==> src/rtl/activation_stream_unit_pkg.sv <==
// Shared definitions for the activation stream unit: function codes, FSM encoding,
// and helpers that derive the pointwise thresholds and output levels from the element width.
package act_stream_pkg;

    localparam logic [2:0] ACT_RELU    = 3'd0;
    localparam logic [2:0] ACT_SIGMOID = 3'd1;
    localparam logic [2:0] ACT_TANH    = 3'd2;
    localparam logic [2:0] ACT_SOFTMAX = 3'd3;
    localparam logic [2:0] ACT_LEAKY   = 3'd4;

    typedef enum logic [1:0] {
        ST_IDLE  = 2'd0,
        ST_PASS  = 2'd1,
        ST_LOAD  = 2'd2,
        ST_DRAIN = 2'd3
    } act_state_e;

    // Breakpoint T = 2^(w-2)
    function automatic int act_thresh(input int w);
        return 2 ** (w - 2);
    endfunction

    // Full scale F = 2^(w-1)
    function automatic int act_full(input int w);
        return 2 ** (w - 1);
    endfunction

    // Output level num/den * F
    function automatic int act_level(input int w, input int num, input int den);
        return (act_full(w) * num) / den;
    endfunction

endpackage

==> src/rtl/activation_stream_unit_if.sv <==
// Valid/ready beat stream of LANES signed elements with per-lane keep and end-of-vector marker.
interface activation_stream_unit_if #(
    parameter int DATA_WIDTH = 8,
    parameter int LANES      = 4
);
    logic                          valid;
    logic                          ready;
    logic [LANES*DATA_WIDTH-1:0]   data;
    logic [LANES-1:0]              keep;
    logic                          last;

    modport master (output valid, data, keep, last, input ready);
    modport slave  (input valid, data, keep, last, output ready);
endinterface

==> src/rtl/activation_stream_unit_pointwise.sv <==
// Single-element combinational ReLU / sigmoid / tanh (4-level step approximations) and,
// when ACT_LEAKY_RELU_EN is defined, leaky ReLU. Reserved codes fall back to ReLU.
module act_lane_pointwise
    import act_stream_pkg::*;
#(
    parameter int DATA_WIDTH = 8
) (
    input  logic [2:0]                   func,
    input  logic signed [DATA_WIDTH-1:0] x,
    output logic signed [DATA_WIDTH-1:0] y
);

    localparam logic signed [DATA_WIDTH-1:0] T_POS   = DATA_WIDTH'(act_thresh(DATA_WIDTH));
    localparam logic signed [DATA_WIDTH-1:0] T_NEG   = -T_POS;
    localparam logic signed [DATA_WIDTH-1:0] SIG_HI  = DATA_WIDTH'(act_level(DATA_WIDTH, 3, 4));
    localparam logic signed [DATA_WIDTH-1:0] SIG_LO  = DATA_WIDTH'(act_level(DATA_WIDTH, 1, 4));
    localparam logic signed [DATA_WIDTH-1:0] TANH_HI = DATA_WIDTH'(act_level(DATA_WIDTH, 7, 8));
    localparam logic signed [DATA_WIDTH-1:0] TANH_LO = DATA_WIDTH'(act_level(DATA_WIDTH, 3, 8));

    // Odd-symmetric four-level staircase shared by sigmoid and tanh
    function automatic logic signed [DATA_WIDTH-1:0] step4(
        input logic signed [DATA_WIDTH-1:0] v,
        input logic signed [DATA_WIDTH-1:0] lo,
        input logic signed [DATA_WIDTH-1:0] hi
    );
        if (v < T_NEG)            return -hi;
        else if (v[DATA_WIDTH-1]) return -lo;
        else if (v < T_POS)       return lo;
        else                      return hi;
    endfunction

    always_comb begin
        y = x[DATA_WIDTH-1] ? '0 : x;
        case (func)
            ACT_SIGMOID: y = step4(x, SIG_LO, SIG_HI);
            ACT_TANH:    y = step4(x, TANH_LO, TANH_HI);
`ifdef ACT_LEAKY_RELU_EN
            ACT_LEAKY:   y = x[DATA_WIDTH-1] ? (x >>> 3) : x;
`endif
            default:     ;
        endcase
    end

endmodule

==> src/rtl/activation_stream_unit.sv <==
// Streaming multi-lane activation unit: pointwise functions through a 1-stage register,
// softmax-approx by buffering a vector, tracking its max, then replaying clamp(x - max).
// Optional feature macro: ACT_LEAKY_RELU_EN (func_sel 4 = leaky ReLU).
module activation_stream_unit
    import act_stream_pkg::*;
#(
    parameter int DATA_WIDTH = 8,
    parameter int LANES      = 4,
    parameter int MAX_BEATS  = 16
) (
    input  logic                            clk,
    input  logic                            rst,
    input  logic [2:0]                      func_sel,
    activation_stream_unit_if.slave         up,
    activation_stream_unit_if.master        dn,
    output logic                            busy,
    output logic                            err_overflow
);

    localparam int W  = DATA_WIDTH;
    localparam int AW = (MAX_BEATS > 1) ? $clog2(MAX_BEATS) : 1;
    localparam int PW = $clog2(MAX_BEATS + 1);
    localparam logic signed [W-1:0] MIN_VAL = {1'b1, {(W-1){1'b0}}};
    localparam logic signed [W:0]   MIN_EXT = {2'b11, {(W-1){1'b0}}};

    act_state_e          state_q, state_d;
    logic [2:0]          func_q;
    logic [PW-1:0]       wr_ptr_q, rd_ptr_q, wr_idx;
    logic signed [W-1:0] max_q, max_d;
    logic                err_q;

    logic [LANES*W-1:0]  buf_data [MAX_BEATS];
    logic [LANES-1:0]    buf_keep [MAX_BEATS];
    logic [LANES*W-1:0]  rd_data, pw_data, sm_data;
    logic [LANES-1:0]    rd_keep;

    logic                out_valid_q, out_last_q;
    logic [LANES*W-1:0]  out_data_q;
    logic [LANES-1:0]    out_keep_q;

    logic in_fire, out_fire, start, start_sm, load_fire, load_end, overflow, pass_fire, drain_load;
    logic [2:0] func_eff;

    // Softmax difference is formed at W+1 bits so x - max never wraps before clamping
    function automatic logic signed [W-1:0] sub_clamp(
        input logic signed [W-1:0] x,
        input logic signed [W-1:0] m
    );
        logic signed [W:0] d;
        d = {x[W-1], x} - {m[W-1], m};
        if (d < MIN_EXT) return MIN_VAL;
        return d[W-1:0];
    endfunction

    assign in_fire  = up.valid && up.ready;
    assign out_fire = out_valid_q && dn.ready;
    // A beat accepted while the previous PASS vector's last beat is leaving starts a new vector
    assign start    = in_fire && (state_q == ST_IDLE ||
                                  (state_q == ST_PASS && out_valid_q && out_last_q));
    assign func_eff  = start ? func_sel : func_q;
    assign start_sm  = start && (func_sel == ACT_SOFTMAX);
    assign load_fire = in_fire && (state_q == ST_LOAD || start_sm);
    assign wr_idx    = start ? '0 : wr_ptr_q;
    assign load_end  = load_fire && (up.last || wr_idx == PW'(MAX_BEATS - 1));
    assign overflow  = load_fire && !up.last && wr_idx == PW'(MAX_BEATS - 1);
    assign pass_fire = in_fire && !load_fire;
    assign drain_load = (state_q == ST_DRAIN) && (!out_valid_q || dn.ready) && (rd_ptr_q < wr_ptr_q);

    assign rd_data = buf_data[rd_ptr_q[AW-1:0]];
    assign rd_keep = buf_keep[rd_ptr_q[AW-1:0]];

    for (genvar i = 0; i < LANES; i++) begin : g_lane
        logic signed [W-1:0] y;
        act_lane_pointwise #(.DATA_WIDTH(W)) u_pw (
            .func (func_eff),
            .x    (up.data[i*W +: W]),
            .y    (y)
        );
        assign pw_data[i*W +: W] = up.keep[i] ? y : '0;
        assign sm_data[i*W +: W] = rd_keep[i] ? sub_clamp(rd_data[i*W +: W], max_q) : '0;
    end

    always_comb begin
        max_d = start ? MIN_VAL : max_q;
        for (int i = 0; i < LANES; i++) begin
            if (up.keep[i] && $signed(up.data[i*W +: W]) > max_d) max_d = up.data[i*W +: W];
        end
    end

    // FSM: state register
    always_ff @(posedge clk or posedge rst) begin
        if (rst) state_q <= ST_IDLE;
        else     state_q <= state_d;
    end

    // FSM: next state
    always_comb begin
        state_d = state_q;
        case (state_q)
            ST_IDLE, ST_PASS: begin
                if (start)
                    state_d = start_sm ? (load_end ? ST_DRAIN : ST_LOAD) : ST_PASS;
                else if (state_q == ST_PASS && out_fire && out_last_q)
                    state_d = ST_IDLE;
            end
            ST_LOAD:  if (load_end) state_d = ST_DRAIN;
            ST_DRAIN: if (out_fire && out_last_q) state_d = ST_IDLE;
            default:  state_d = ST_IDLE;
        endcase
    end

    // FSM: outputs
    always_comb begin
        up.ready = 1'b0;
        case (state_q)
            ST_IDLE, ST_LOAD: up.ready = 1'b1;
            ST_PASS:          up.ready = !out_valid_q || dn.ready;
            default:          up.ready = 1'b0;
        endcase
        busy = (state_q != ST_IDLE);
    end

    // Output register stage, shared by PASS and DRAIN
    always_ff @(posedge clk or posedge rst) begin
        if (rst) begin
            func_q      <= ACT_RELU;
            wr_ptr_q    <= '0;
            rd_ptr_q    <= '0;
            max_q       <= MIN_VAL;
            err_q       <= 1'b0;
            out_valid_q <= 1'b0;
            out_last_q  <= 1'b0;
            out_keep_q  <= '0;
            out_data_q  <= '0;
        end else begin
            err_q <= overflow;
            if (start) begin
                func_q   <= func_sel;
                rd_ptr_q <= '0;
            end
            if (load_fire) begin
                wr_ptr_q <= wr_idx + PW'(1);
                max_q    <= max_d;
            end
            if (pass_fire) begin
                out_valid_q <= 1'b1;
                out_data_q  <= pw_data;
                out_keep_q  <= up.keep;
                out_last_q  <= up.last;
            end else if (drain_load) begin
                out_valid_q <= 1'b1;
                out_data_q  <= sm_data;
                out_keep_q  <= rd_keep;
                out_last_q  <= (rd_ptr_q + PW'(1) == wr_ptr_q);
                rd_ptr_q    <= rd_ptr_q + PW'(1);
            end else if (out_fire) begin
                out_valid_q <= 1'b0;
            end
        end
    end

    always_ff @(posedge clk) begin
        if (load_fire) begin
            buf_data[wr_idx[AW-1:0]] <= up.data;
            buf_keep[wr_idx[AW-1:0]] <= up.keep;
        end
    end

    assign dn.valid     = out_valid_q;
    assign dn.data      = out_data_q;
    assign dn.keep      = out_keep_q;
    assign dn.last      = out_last_q;
    assign err_overflow = err_q;

endmodule

==> src/flat_wrapper.sv <==
// flat-port wrapper written by rule: the top's interface ports become plain ports
module activation_stream_unit_flat import act_stream_pkg::*;
#(
    parameter int DATA_WIDTH = 8,
    parameter int LANES      = 4,
    parameter int MAX_BEATS  = 16
)
  (clk, rst, func_sel, busy, err_overflow, up_valid, up_data, up_keep, up_last, up_ready, dn_valid, dn_data, dn_keep, dn_last, dn_ready);
  activation_stream_unit_if #(.DATA_WIDTH(DATA_WIDTH), .LANES(LANES)) up_i ();
  activation_stream_unit_if #(.DATA_WIDTH(DATA_WIDTH), .LANES(LANES)) dn_i ();
  input  logic clk;
  input  logic rst;
  input  logic [2:0] func_sel;
  output logic busy;
  output logic err_overflow;
  input wire logic [$bits(up_i.valid)-1:0] up_valid;
  input wire logic [$bits(up_i.data)-1:0] up_data;
  input wire logic [$bits(up_i.keep)-1:0] up_keep;
  input wire logic [$bits(up_i.last)-1:0] up_last;
  output wire logic [$bits(up_i.ready)-1:0] up_ready;
  output wire logic [$bits(dn_i.valid)-1:0] dn_valid;
  output wire logic [$bits(dn_i.data)-1:0] dn_data;
  output wire logic [$bits(dn_i.keep)-1:0] dn_keep;
  output wire logic [$bits(dn_i.last)-1:0] dn_last;
  input wire logic [$bits(dn_i.ready)-1:0] dn_ready;
  assign up_i.valid = up_valid;
  assign up_i.data = up_data;
  assign up_i.keep = up_keep;
  assign up_i.last = up_last;
  assign up_ready = up_i.ready;
  assign dn_valid = dn_i.valid;
  assign dn_data = dn_i.data;
  assign dn_keep = dn_i.keep;
  assign dn_last = dn_i.last;
  assign dn_i.ready = dn_ready;
  activation_stream_unit #(.DATA_WIDTH(DATA_WIDTH), .LANES(LANES), .MAX_BEATS(MAX_BEATS)) u_core (.clk(clk), .rst(rst), .func_sel(func_sel), .up(up_i), .dn(dn_i), .busy(busy), .err_overflow(err_overflow));
endmodule
==> config.mk <==
export PLATFORM = sky130hd
export DESIGN_NAME = activation_stream_unit_flat
export DESIGN_NICKNAME = d
export VERILOG_FILES = /design/src/rtl/activation_stream_unit_pkg.sv /design/src/rtl/activation_stream_unit_if.sv /design/src/rtl/activation_stream_unit_pointwise.sv /design/src/rtl/activation_stream_unit.sv /design/src/flat_wrapper.sv
export SDC_FILE = /design/constraint.sdc
export NUM_CORES = 1
export LEC_CHECK = 0
export CORE_ASPECT_RATIO = 0.6
export CORE_MARGIN = 8
export CORE_UTILIZATION = 33
export CTS_CLUSTER_DIAMETER = 40
export DETAILED_ROUTE_END_ITERATION = 7
export PLACE_DENSITY = 0.48
export REMOVE_ABC_BUFFERS = 1
export SLEW_MARGIN = 10
export SYNTH_ARGS = -nofsm -noshare
export SYNTH_HDL_FRONTEND = slang
export SYNTH_SLANG_ARGS = --single-unit
export TNS_END_PERCENT = 5
==> constraint.sdc <==
create_clock -name clk -period 19.5 [get_ports clk]
set_clock_uncertainty 0.15 [all_clocks]
set_input_delay 1.95 -clock clk [delete_from_list [all_inputs] [get_ports clk]]
set_output_delay 1.95 -clock clk [all_outputs]
set_load 0.005 [all_outputs]
Yosys cells after proc, flatten, opt, wreduce, memory -nomap -nowiden. Memory sizes are Yosys's and may differ from the RTL's. Index checks and enable logic that the tools add are counted.

Divide/modulo/power cells: 0. Bitwise operators: 0. Reduce and logical (&&, ||, !) cells: 34. Add/subtract/negate cells: 6. Shift-type cells: 0. Multipliers: 0. Equality and inequality tests: 11. Magnitude comparators: 17. Muxes and demuxes: 81.

Operators with widths (number): $mux W8 (37); $mux W7 (12); $mux W32 (2); $pmux W8 S2 (4); $lt A9 B8 Y1 const B (4); $sub A8 B8 Y9 (4); $gt A8 B8 Y1 (4); $lt A8 B7 Y1 const B (4); $lt A8 B8 Y1 const B (4); $logic_and A1 B1 Y1 (20); $mux W5 (4); $mux W1 (12); $add A5 B1 Y5 const B (2); $mux W2 (5); $mux W4 (2); $eq A3 B2 Y1 const B (2); $pmux W2 S3 (1); $eq A5 B4 Y1 const B (1); $eq A5 B5 Y1 (1); $lt A5 B5 Y1 (1); $eq A2 B2 Y1 const B (2); $logic_or A1 B1 Y1 (4); $reduce_bool A2 Y1 (2); $reduce_or A2 Y1 (2); 11 further kinds (13).

RAM bits: 576. Memories: 2. ROM bits: 0. Output and inout bits: 41. Logic and storage cells: 161. Input port bits: 44. Flip-flop bits (word level): 62. Latch bits: 0.

Memories: u_core.buf_data (words 16, width 32, read ports 1, clocked after Yosys merged registers in 0, write ports 1, RTL line activation_stream_unit.sv:32) `logic [LANES*W-1:0] buf_data [MAX_BEATS];`; u_core.buf_keep (words 16, width 4, read ports 1, clocked after Yosys merged registers in 0, write ports 1, RTL line activation_stream_unit.sv:33) `logic [LANES-1:0] buf_keep [MAX_BEATS];`.

Depth between registers and ports, before layout. Gate-level depths: netlist of the first run.

Word-level depth: 18. Depth in mapped cells: 44. Depth with buffers taken out: 41.

Hierarchy. A second synthesis of the first run with hierarchy kept.

Cell total of the unflattened synthesis: 1607. Area, all modules: 27871.7 sq um.

Modules (own cells, without submodules): activation_stream_unit (sequential area each 18849.3 sq um, cells each 1539, times used 1, area an instance 27436.3 sq um); act_lane_pointwise (sequential area each 0.0 sq um, cells each 17, times used 4, area an instance 108.9 sq um).

Worst setup path before layout of the first run. OpenSTA, ideal clock, no wires.

Kind: input-to-reg. Start: in dn_ready. End: reg u_core.max_q[0]. Stages: 43. Arrival: 9463 ps. Path buffers: 4. Required time: 19277 ps. Slack: 9814 ps. Library setup time: 73 ps. Cells stage by stage: nand3_1 -> a21o_1 -> buf_2 -> clkbuf_1 -> nand2_1 -> ha_1 -> nand4_1 -> o211ai_1 -> a31o_2 -> nand2_1 -> clkbuf_1 -> nand2_1 -> o21ai_0 -> inv_1 -> ha_1 -> a21o_1 -> a2111oi_2 -> o311a_1 -> [... 7 more ...] -> nand2_1 -> a211oi_1 -> o211ai_2 -> a41oi_4 -> mux2i_1 -> ha_1 -> nor2b_1 -> o21a_1 -> o21ai_0 -> nand2b_1 -> a21oi_1 -> nor2b_1 -> o21ai_0 -> a21oi_1 -> o211ai_1 -> clkbuf_1 -> o21ai_0 -> a2bb2oi_2.

Word-level cells in the longest chain between the ends: 17. Elaborated cells between the ends (all ways): 20. Classes of those cells: order compare (4); mux (6); reduce/logical (10).

RTL lines: start, declared (RTL line flat_wrapper.sv:25) `input wire logic [$bits(dn_i.ready)-1:0] dn_ready;`; $logic_or A1 B1 Y1 (*) (RTL line activation_stream_unit.sv:117) `ST_PASS: up.ready = !out_valid_q || dn.ready;`; $pmux W1 S2 (*) (RTL line activation_stream_unit.sv:115) `case (state_q)`; $logic_and A1 B1 Y1 (*) (RTL line activation_stream_unit.sv:55) `assign in_fire = up.valid && up.ready;`; $logic_and A1 B1 Y1 (RTL line activation_stream_unit.sv:58) `assign start = in_fire && (state_q == ST_IDLE ||`; $mux W8 (RTL line activation_stream_unit.sv:84) `max_d = start ? MIN_VAL : max_q;`; $gt A8 B8 Y1 (RTL line activation_stream_unit.sv:86) `if (up.keep[i] && $signed(up.data[i*W +: W]) > max_d) max_d = up.data[i*W +: W];`; $logic_and A1 B1 Y1 (RTL line activation_stream_unit.sv:86); $mux W8 (RTL line activation_stream_unit.sv:86); $gt A8 B8 Y1 (RTL line activation_stream_unit.sv:86); $logic_and A1 B1 Y1 (RTL line activation_stream_unit.sv:86); $mux W8 (RTL line activation_stream_unit.sv:86); $gt A8 B8 Y1 (RTL line activation_stream_unit.sv:86); $logic_and A1 B1 Y1 (RTL line activation_stream_unit.sv:86); $mux W8 (RTL line activation_stream_unit.sv:86); $gt A8 B8 Y1 (RTL line activation_stream_unit.sv:86); $logic_and A1 B1 Y1 (RTL line activation_stream_unit.sv:86); $mux W8 (RTL line activation_stream_unit.sv:86); end signal, assigned (RTL line activation_stream_unit.sv:143) `max_q <= max_d;`; end, declared (RTL line activation_stream_unit.sv:29) `logic signed [W-1:0] max_q, max_d;`.

Every way passes the cells marked *; elsewhere a longest branch is shown, timed or not. A chain may end at the register's enable or synchronous reset.

Worst setup path after layout of the first run.
Start: in dn_ready. End: reg u_core.max_q[7].

The elaborated chain is that of the path after synthesis.

==> out/results.ini, run 1 <==
[status]
outcome=completed

[route]
num_vias=16480
drc=0
wl_um=83350
antenna_left=0
routedWlPerCell_um=26.69
via_per_inst=5.275
first_pass_iters=7
initialDrtViolationCount=1595

[global_route]
use_met3_pct=3.208
gr-usage-met2_pct=25.82
met1_usage_pct=26.85
antenna_found_initial=6
overflow=0
grt_pass1_vias=16550
grt_start_max_net_pins=63
grt_pass1_wl_um=119800
busiest_layer=met1
grt_use_total_pct=17.64

[logic_synthesis]
synth-seq-area-share_pct=67.81
syn_area_um2=27800
syn_avg_cell_area_um2=15.63
synth.distinct_cells=64
syn_inst=1779
synth-seq-cells=638
synth_edf_count=576
synthArstFlopShare_pct=9.718
synth-main-ff-cell=edfxtp_1
ys_warn_count=0

[clock_network]
cts_buffers=80
cts_sinks=638
ctsHoldBuffers=0
clkTransAtPathRegs_ns=0.06
post_cts_buffers=0
clockBufferDepth=3
htree_levels=3
cts_tree=done
worstSkewPairLatency_ns=0.64
root_buffer=clkbuf_16
cts-resized-gates=0

[power]
p_per_area_nw_per_um2=124.4
vdd_drop_max_v=0.00005395
seqPwrFrac_pct=39.5
power_switching_share_pct=30.60
p_leak_nw=11.07
clkPwrFrac_pct=36.1
p_sw_mw=1.252
pwr-share-comb_pct=24.5
p_int_mw=2.840

[worst_setup_path]
critPathKind=in2reg
end_kind=flip-flop
slowest_delay_ns=0.98
arrival_ns=11.81
path_common_cell=o21ai_0
required_ns=19.91
cp_slowest_cell=o211ai_1
startpoint_type=primary input
critical_path.max_fanout=16

[cells_and_area]
nets=2043
area.growth.synth_to_final_pct=18.35
diodes=0
drive_above_1_share_pct=17.35
final_cells=3123

[place]
place.gp.congestion=0.8312
dpl.cell_count=2976
io_buffer_count=84
dp_hpwl_um=50530
pre_cts_slack_ns=7.563

[timing]
max_freq_ghz=0.08770
tns_ns=0
fin_crit_ns=11.40
finalHoldViolCount=0
rsz0062_at_grt=no
setup_ws_ns=8.097
slew_headroom_pct=15.63
post-route-period-util_pct=58.48
tightest_slew_ns=1.260
timing.hold.ws_ns=0.3342
slew_viol_final=0
setup_viol=0

[die]
ioPinCount=85
die_h_um=240.8
die_w_um=390.7
start_util_pct=33.33
coreArea_um2=83410
dieArea_um2=94080
rows=82

[hold_path]
hp-class=reg2reg

[flow_run]
drv_cap=0

## flip-flops by register name, summed over array words and instances (netlist names), 2 cells and up
signal	cells
u_core.buf_data	512
u_core.max_q	8
u_core.rd_ptr_q	5
u_core.state_q	2
u_core.dn.data	32
u_core.buf_keep	64
u_core.func_q	3
u_core.dn.keep	4
u_core.wr_ptr_q	5
## cells by family (layout without fill, tap and decap cells)
kind of cell	Yosys count	in the layout	share of synthesized area (%)
AOI/OAI and AO/OA	363	363	8.678
xor gates and xnor gates	29	29	0.9137
adders and majority gates	75	75	3.484
buffers and inverters	139	349	1.904
DFF	638	638	67.81
muxes	237	237	12.22
and+or+nand+nor	298	298	4.992
## stage by stage
stage	cell area, um2	power [mW]	utilization, %
2_1_floorplan	27490	2.348	-
3_3_place_gp	30250	2.641	36.27
3_5_place_dp	30250	2.651	36.27
4_1_cts	32900	4.133	39.44
5_1_grt	32900	4.275	39.44
6_report	32900	4.092	39.44
## worst max-delay path, delay by kind of cell
| family | cells | cell delay [ns] |
|---|---|---|
| compound gates | 21 | 6.00 |
| simple gates | 10 | 1.46 |
| fa+ha+maj | 4 | 1.29 |
| mux | 2 | 0.58 |
| buf+inv | 2 | 0.52 |
## synth_stat cells, types with 7 or more instances
| cell type | count | share of area (%) |
|---|---|---|
| a22oi_1 | 31 | 0.84 |
| nor2_1 | 77 | 1.0 |
| nand2_1 | 117 | 1.6 |
| mux4_2 | 78 | 6.3 |
| clkbuf_1 | 59 | 0.80 |
| nor2b_1 | 14 | 0.32 |
| xnor2_1 | 13 | 0.41 |
| mux2i_1 | 123 | 4.4 |
| nand4_1 | 7 | 0.16 |
| dfrtp_1 | 61 | 5.5 |
| a21o_1 | 23 | 0.62 |
| ha_1 | 71 | 3.2 |
| edfxtp_1 | 576 | 62 |
| nand3_1 | 15 | 0.27 |
| nor3_1 | 17 | 0.31 |
| a221oi_1 | 60 | 1.9 |
| a21oi_1 | 74 | 1.3 |
| mux2_2 | 35 | 1.4 |
| o21ai_0 | 111 | 2.0 |
| xor2_1 | 16 | 0.50 |
| inv_1 | 59 | 0.80 |
| and2_1 | 24 | 0.54 |
| a31oi_1 | 12 | 0.27 |
| nand2b_1 | 8 | 0.18 |
| o21a_1 | 11 | 0.30 |
| buf_1 | 15 | 0.20 |
## final cells by class
| type | instances | area, um2 |
|---|---|---|
| Timing Repair Buffer | 143 | 1284 |
| Tap cell | 1134 | 1419 |
| Clock buffer | 95 | 2101 |
| Sequential cell | 638 | 18860 |
| Multi-Input combinational cell | 1002 | 8466 |
| Inverter | 59 | 222.7 |
| Clock inverter | 52 | 546.8 |
| Fill cell | 7651 | 50510 |
## worst paths after layout
| path | startpoint | end | depth (start not counted) | slack [ns] |
|---|---|---|---|---|
| setup / recovery | dn_ready | u_core.max_q[7]$_DFFE_PP1P_ | 39 | 8.10 |
| hold / removal | u_core.dn.data[28]$_DFFE_PP0P_ | u_core.dn.data[28]$_DFFE_PP0P_ | 2 | 0.33 |
| setup reg to reg | u_core.dn.last$_DFFE_PP0P_ | u_core.max_q[7]$_DFFE_PP1P_ | 38 | 9.42 |
| hold reg to reg | u_core.dn.data[28]$_DFFE_PP0P_ | u_core.dn.data[28]$_DFFE_PP0P_ | 2 | 0.33 |
| max in group asynchronous | rst | u_core.rd_ptr_q[1]$_DFF_PP0_ | 3 | 16.64 |
| min in group asynchronous | rst | u_core.dn.data[10]$_DFFE_PP0P_ | 3 | 1.76 |
## routing by layer
layer | part of all wire, % | wire length (um)
met1 | 49 | 41250
met2 | 42 | 35090
met3 | 6.1 | 5106
met4 | 2.3 | 1907
met5 | 0 | 0
## placed cells by master (no fill, tap or decap), drive strengths merged, types with 6 or more instances in the layout
| cell | netlist | layout |
|---|---|---|
| nand2 | 118 | 118 |
| nor3 | 17 | 17 |
| nand2b | 9 | 9 |
| a21o | 23 | 23 |
| inv | 59 | 70 |
| xor2 | 16 | 16 |
| o21a | 11 | 11 |
| a32oi | 6 | 6 |
| a221oi | 60 | 60 |
| clkbuf | 59 | 95 |
| a22oi | 31 | 31 |
| nor2 | 77 | 77 |
| clkinv | 0 | 23 |
| edfxtp | 576 | 576 |
| nand4 | 7 | 7 |
| a21oi | 76 | 76 |
| nand3 | 15 | 15 |
| mux2i | 123 | 123 |
| o21ai | 111 | 111 |
| mux2 | 36 | 36 |
| xnor2 | 13 | 13 |
| ha | 71 | 71 |
| bufinv | 0 | 6 |
| and2 | 24 | 24 |
| clkinvlp | 0 | 12 |
| a31oi | 12 | 12 |
| a311oi | 6 | 6 |
| mux4 | 78 | 78 |
| clkdlybuf4s50 | 0 | 84 |
| buf | 21 | 59 |
| nor2b | 14 | 14 |
| dfrtp | 61 | 61 |
## power by group through the flow
stage	Sequential (mW)	Clock (mW)	Combinational, mW
final	1.61	1.48	1.00
after detailed placement	1.64	0	1.01
after global placement	1.64	0	0.998
after CTS	1.62	1.51	1.01
after global routing	1.62	1.56	1.09
after floorplan	1.67	0	0.674
No activity file was read; power rests on OpenSTA's default activity.
==> inputs of run 2 (changes only) <==
clock period = 10.5 ns   (was 19.5 ns; I/O delays follow)
==> run 2 against run 1 <==
Compared with the run above: global-route usage up 0.41 points; total power is 87% higher; setup slack worse by 7.2 ns; routed wire length is 3.1% higher; register-to-register slack got worse by 8.0 ns.
==> out/results.ini, run 2 (synthesis gave the netlist of run 1 again) <==
[global_route]
antenna_found_initial=4  ; -2
grt_pass1_vias=16700  ; +0.92%
grt_start_max_net_pins=91  ; +44%
overflow=0  ; unchanged
grt_use_total_pct=18.05  ; +0.41 points
grt_pass1_wl_um=122400  ; +2.2%

[route]
first_pass_iters=7  ; unchanged
drc=0  ; unchanged
via_per_inst=5.318  ; +0.81%
antenna_left=0  ; unchanged
num_vias=16660  ; +1.1%
routedWlPerCell_um=27.43  ; +2.8%
wl_um=85940  ; +3.1%
initialDrtViolationCount=1354  ; -15%

[timing]
rsz0062_at_grt=no
slew_viol_final=0  ; unchanged
setup_ws_ns=0.9283  ; -7.168 ns
finalHoldViolCount=0  ; unchanged
tns_ns=0  ; unchanged
fin_crit_ns=9.572
setup_viol=0  ; unchanged
max_freq_ghz=0.1045
slew_headroom_pct=27.86  ; +12 points
tightest_slew_ns=1.078  ; -0.1818 ns
post-route-period-util_pct=91.16

[hold_path]
hp-class=reg2reg
min_path_cells=2  ; unchanged
whs_endpoint=u_core.dn.data[14]$_DFFE_PP0P_
hp-start=u_core.dn.data[14]$_DFFE_PP0P_

[die]
start_util_pct=33.33  ; unchanged
ioPinCount=85  ; unchanged
dieArea_um2=94080  ; unchanged
die_h_um=240.8  ; unchanged
rows=82  ; unchanged
die_w_um=390.7  ; unchanged
coreArea_um2=83410  ; unchanged

[worst_setup_path]
required_ns=10.89  ; -9.02 ns
cp_slowest_cell=a2111oi_2
r2r-end=u_core.max_q[4]$_DFFE_PP0P_
r2r_cells=40  ; +5.3%
critical_path.max_fanout=13  ; -3
r2r_start=u_core.state_q[1]$_DFFE_PP0P_
arrival_ns=9.96  ; -1.85 ns
ff2ff_setup_slack_ns=1.40  ; -8.02 ns
path_common_cell=o21ai_0
end_kind=flip-flop
slowest_delay_ns=0.53  ; -0.45 ns
critPathKind=in2reg
startpoint_type=primary input

[cells_and_area]
nFillCells=7694  ; +0.56%
layout_common_cells=edfxtp_1, mux2i_1, nand2_1
layout_commonest_cell=edfxtp_1
area.growth.synth_to_final_pct=18.84
nets=2053  ; +0.49%
largest_register_ff_count=512  ; unchanged
drive_above_1_share_pct=17.67  ; +0.32 points

[flow_run]
drv_cap=0  ; unchanged

[clock_network]
cts_buffers=79  ; -1.3%
cts_tree=done
root_buffer=clkbuf_16
clockBufferDepth=3  ; unchanged
cts-resized-gates=0  ; unchanged
cts_sinks=638  ; unchanged
post_cts_buffers=0  ; unchanged
htree_levels=3  ; unchanged
ctsHoldBuffers=0  ; unchanged
worstSkewPairLatency_ns=0.65  ; about the same
clkTransAtPathRegs_ns=0.06  ; about the same

[place]
dp_hpwl_um=52930  ; +4.8%
place.gp.congestion=0.8625  ; +3.8%
pre_cts_slack_ns=0.4484  ; -7.114 ns
io_buffer_count=84  ; unchanged

[power]
vdd_drop_max_v=0.0001238  ; +130%
p_leak_nw=11.19  ; +1.0%
p_per_area_nw_per_um2=232.0  ; +87%

[status]
outcome=completed

==> run 2: cell count changes in the layout (fill, tap and decap cells not counted), moves of 3 or more <==
cell / before / now
clkinv_2: 8 / 11
bufinv_16: 6 / 9
clkinvlp_4: 12 / 1
buf_4: 59 / 68
clkbuf_1: 13 / 8
clkinv_1: 4 / 10
inv_6: 8 / 12
==> run 2: worst max-delay path: cells and delay by family <==
| kind | cells | cell delay [ns] |
|---|---|---|
| AND/OR/NAND/NOR | 12 | 1.69 |
| multiplexers | 2 | 0.60 |
| adder cells (fa/ha/maj) | 4 | 1.19 |
| buffers and inverters | 3 | 0.81 |
| AO/OA/AOI/OAI | 20 | 4.62 |
==> run 2: worst max-delay path by stage <==
stage	startpoint	to	slack (ns)	cells past startpoint
after floorplan	u_core.rd_ptr_q[0]$_DFF_PP0_	u_core.dn.data[5]$_DFFE_PP0P_	-0.10	18
after global placement	dn_ready	u_core.max_q[7]$_DFFE_PP1P_	0.42	42
after detailed placement	dn_ready	u_core.max_q[4]$_DFFE_PP0P_	0.45	41
after CTS	dn_ready	u_core.max_q[4]$_DFFE_PP0P_	1.10	41
after global routing	dn_ready	u_core.max_q[4]$_DFFE_PP0P_	0.19	41
final	dn_ready	u_core.max_q[4]$_DFFE_PP0P_	0.93	41
==> run 2: per-stage QoR <==
stage | hold WS [ns] | total power, mW | util, % | std cells | cell area (um2)
floorplan | 0.3233 | 4.360 | - | 1699 | 27490
global placement | 0.3273 | 4.920 | 36.39 | 2987 | 30360
detailed placement | 0.3298 | 4.940 | 36.39 | 2987 | 30360
global route | 0.3740 | 8.009 | 39.60 | 3132 | 33030
CTS | 0.3430 | 7.739 | 39.60 | 3132 | 33030
finish | 0.3360 | 7.664 | 39.60 | 3133 | 33040
==> run 2: cell type report <==
| cell class | instances | area (um2) | share of cell area [%] |
|---|---|---|---|
| repair buffers | 154 | 1391 | 4.212 |
| inverters | 59 | 222.7 | 0.6742 |
| diodes | 1 | 2.502 | 0.007575 |
| clock inverters | 57 | 643.1 | 1.947 |
| clock buffers | 88 | 2032 | 6.151 |
| well taps | 1134 | 1419 | 4.295 |
| flip-flops and latches | 638 | 18860 | 57.09 |
| multi-input cells | 1002 | 8466 | 25.63 |
==> run 2: layer usage <==
layer	share of wire, %	wire length (um)	global-route usage [%]	vias up
met5	0	0	0	-
met4	2.2	1892	4.741	0
met3	7.1	6092	4.709	129
met2	42	36470	26.36	543
met1	48	41490	26.60	8646
li1	-	-	-	7344
==> run 2: power breakdown <==
group / leakage [nW] / switching, mW / internal (mW)
combinational: 3.93 / 1.06 / 0.810
sequential: 5.95 / 0.134 / 2.87
clock: 1.31 / 1.14 / 1.65
total: 11.2 / 2.34 / 5.33
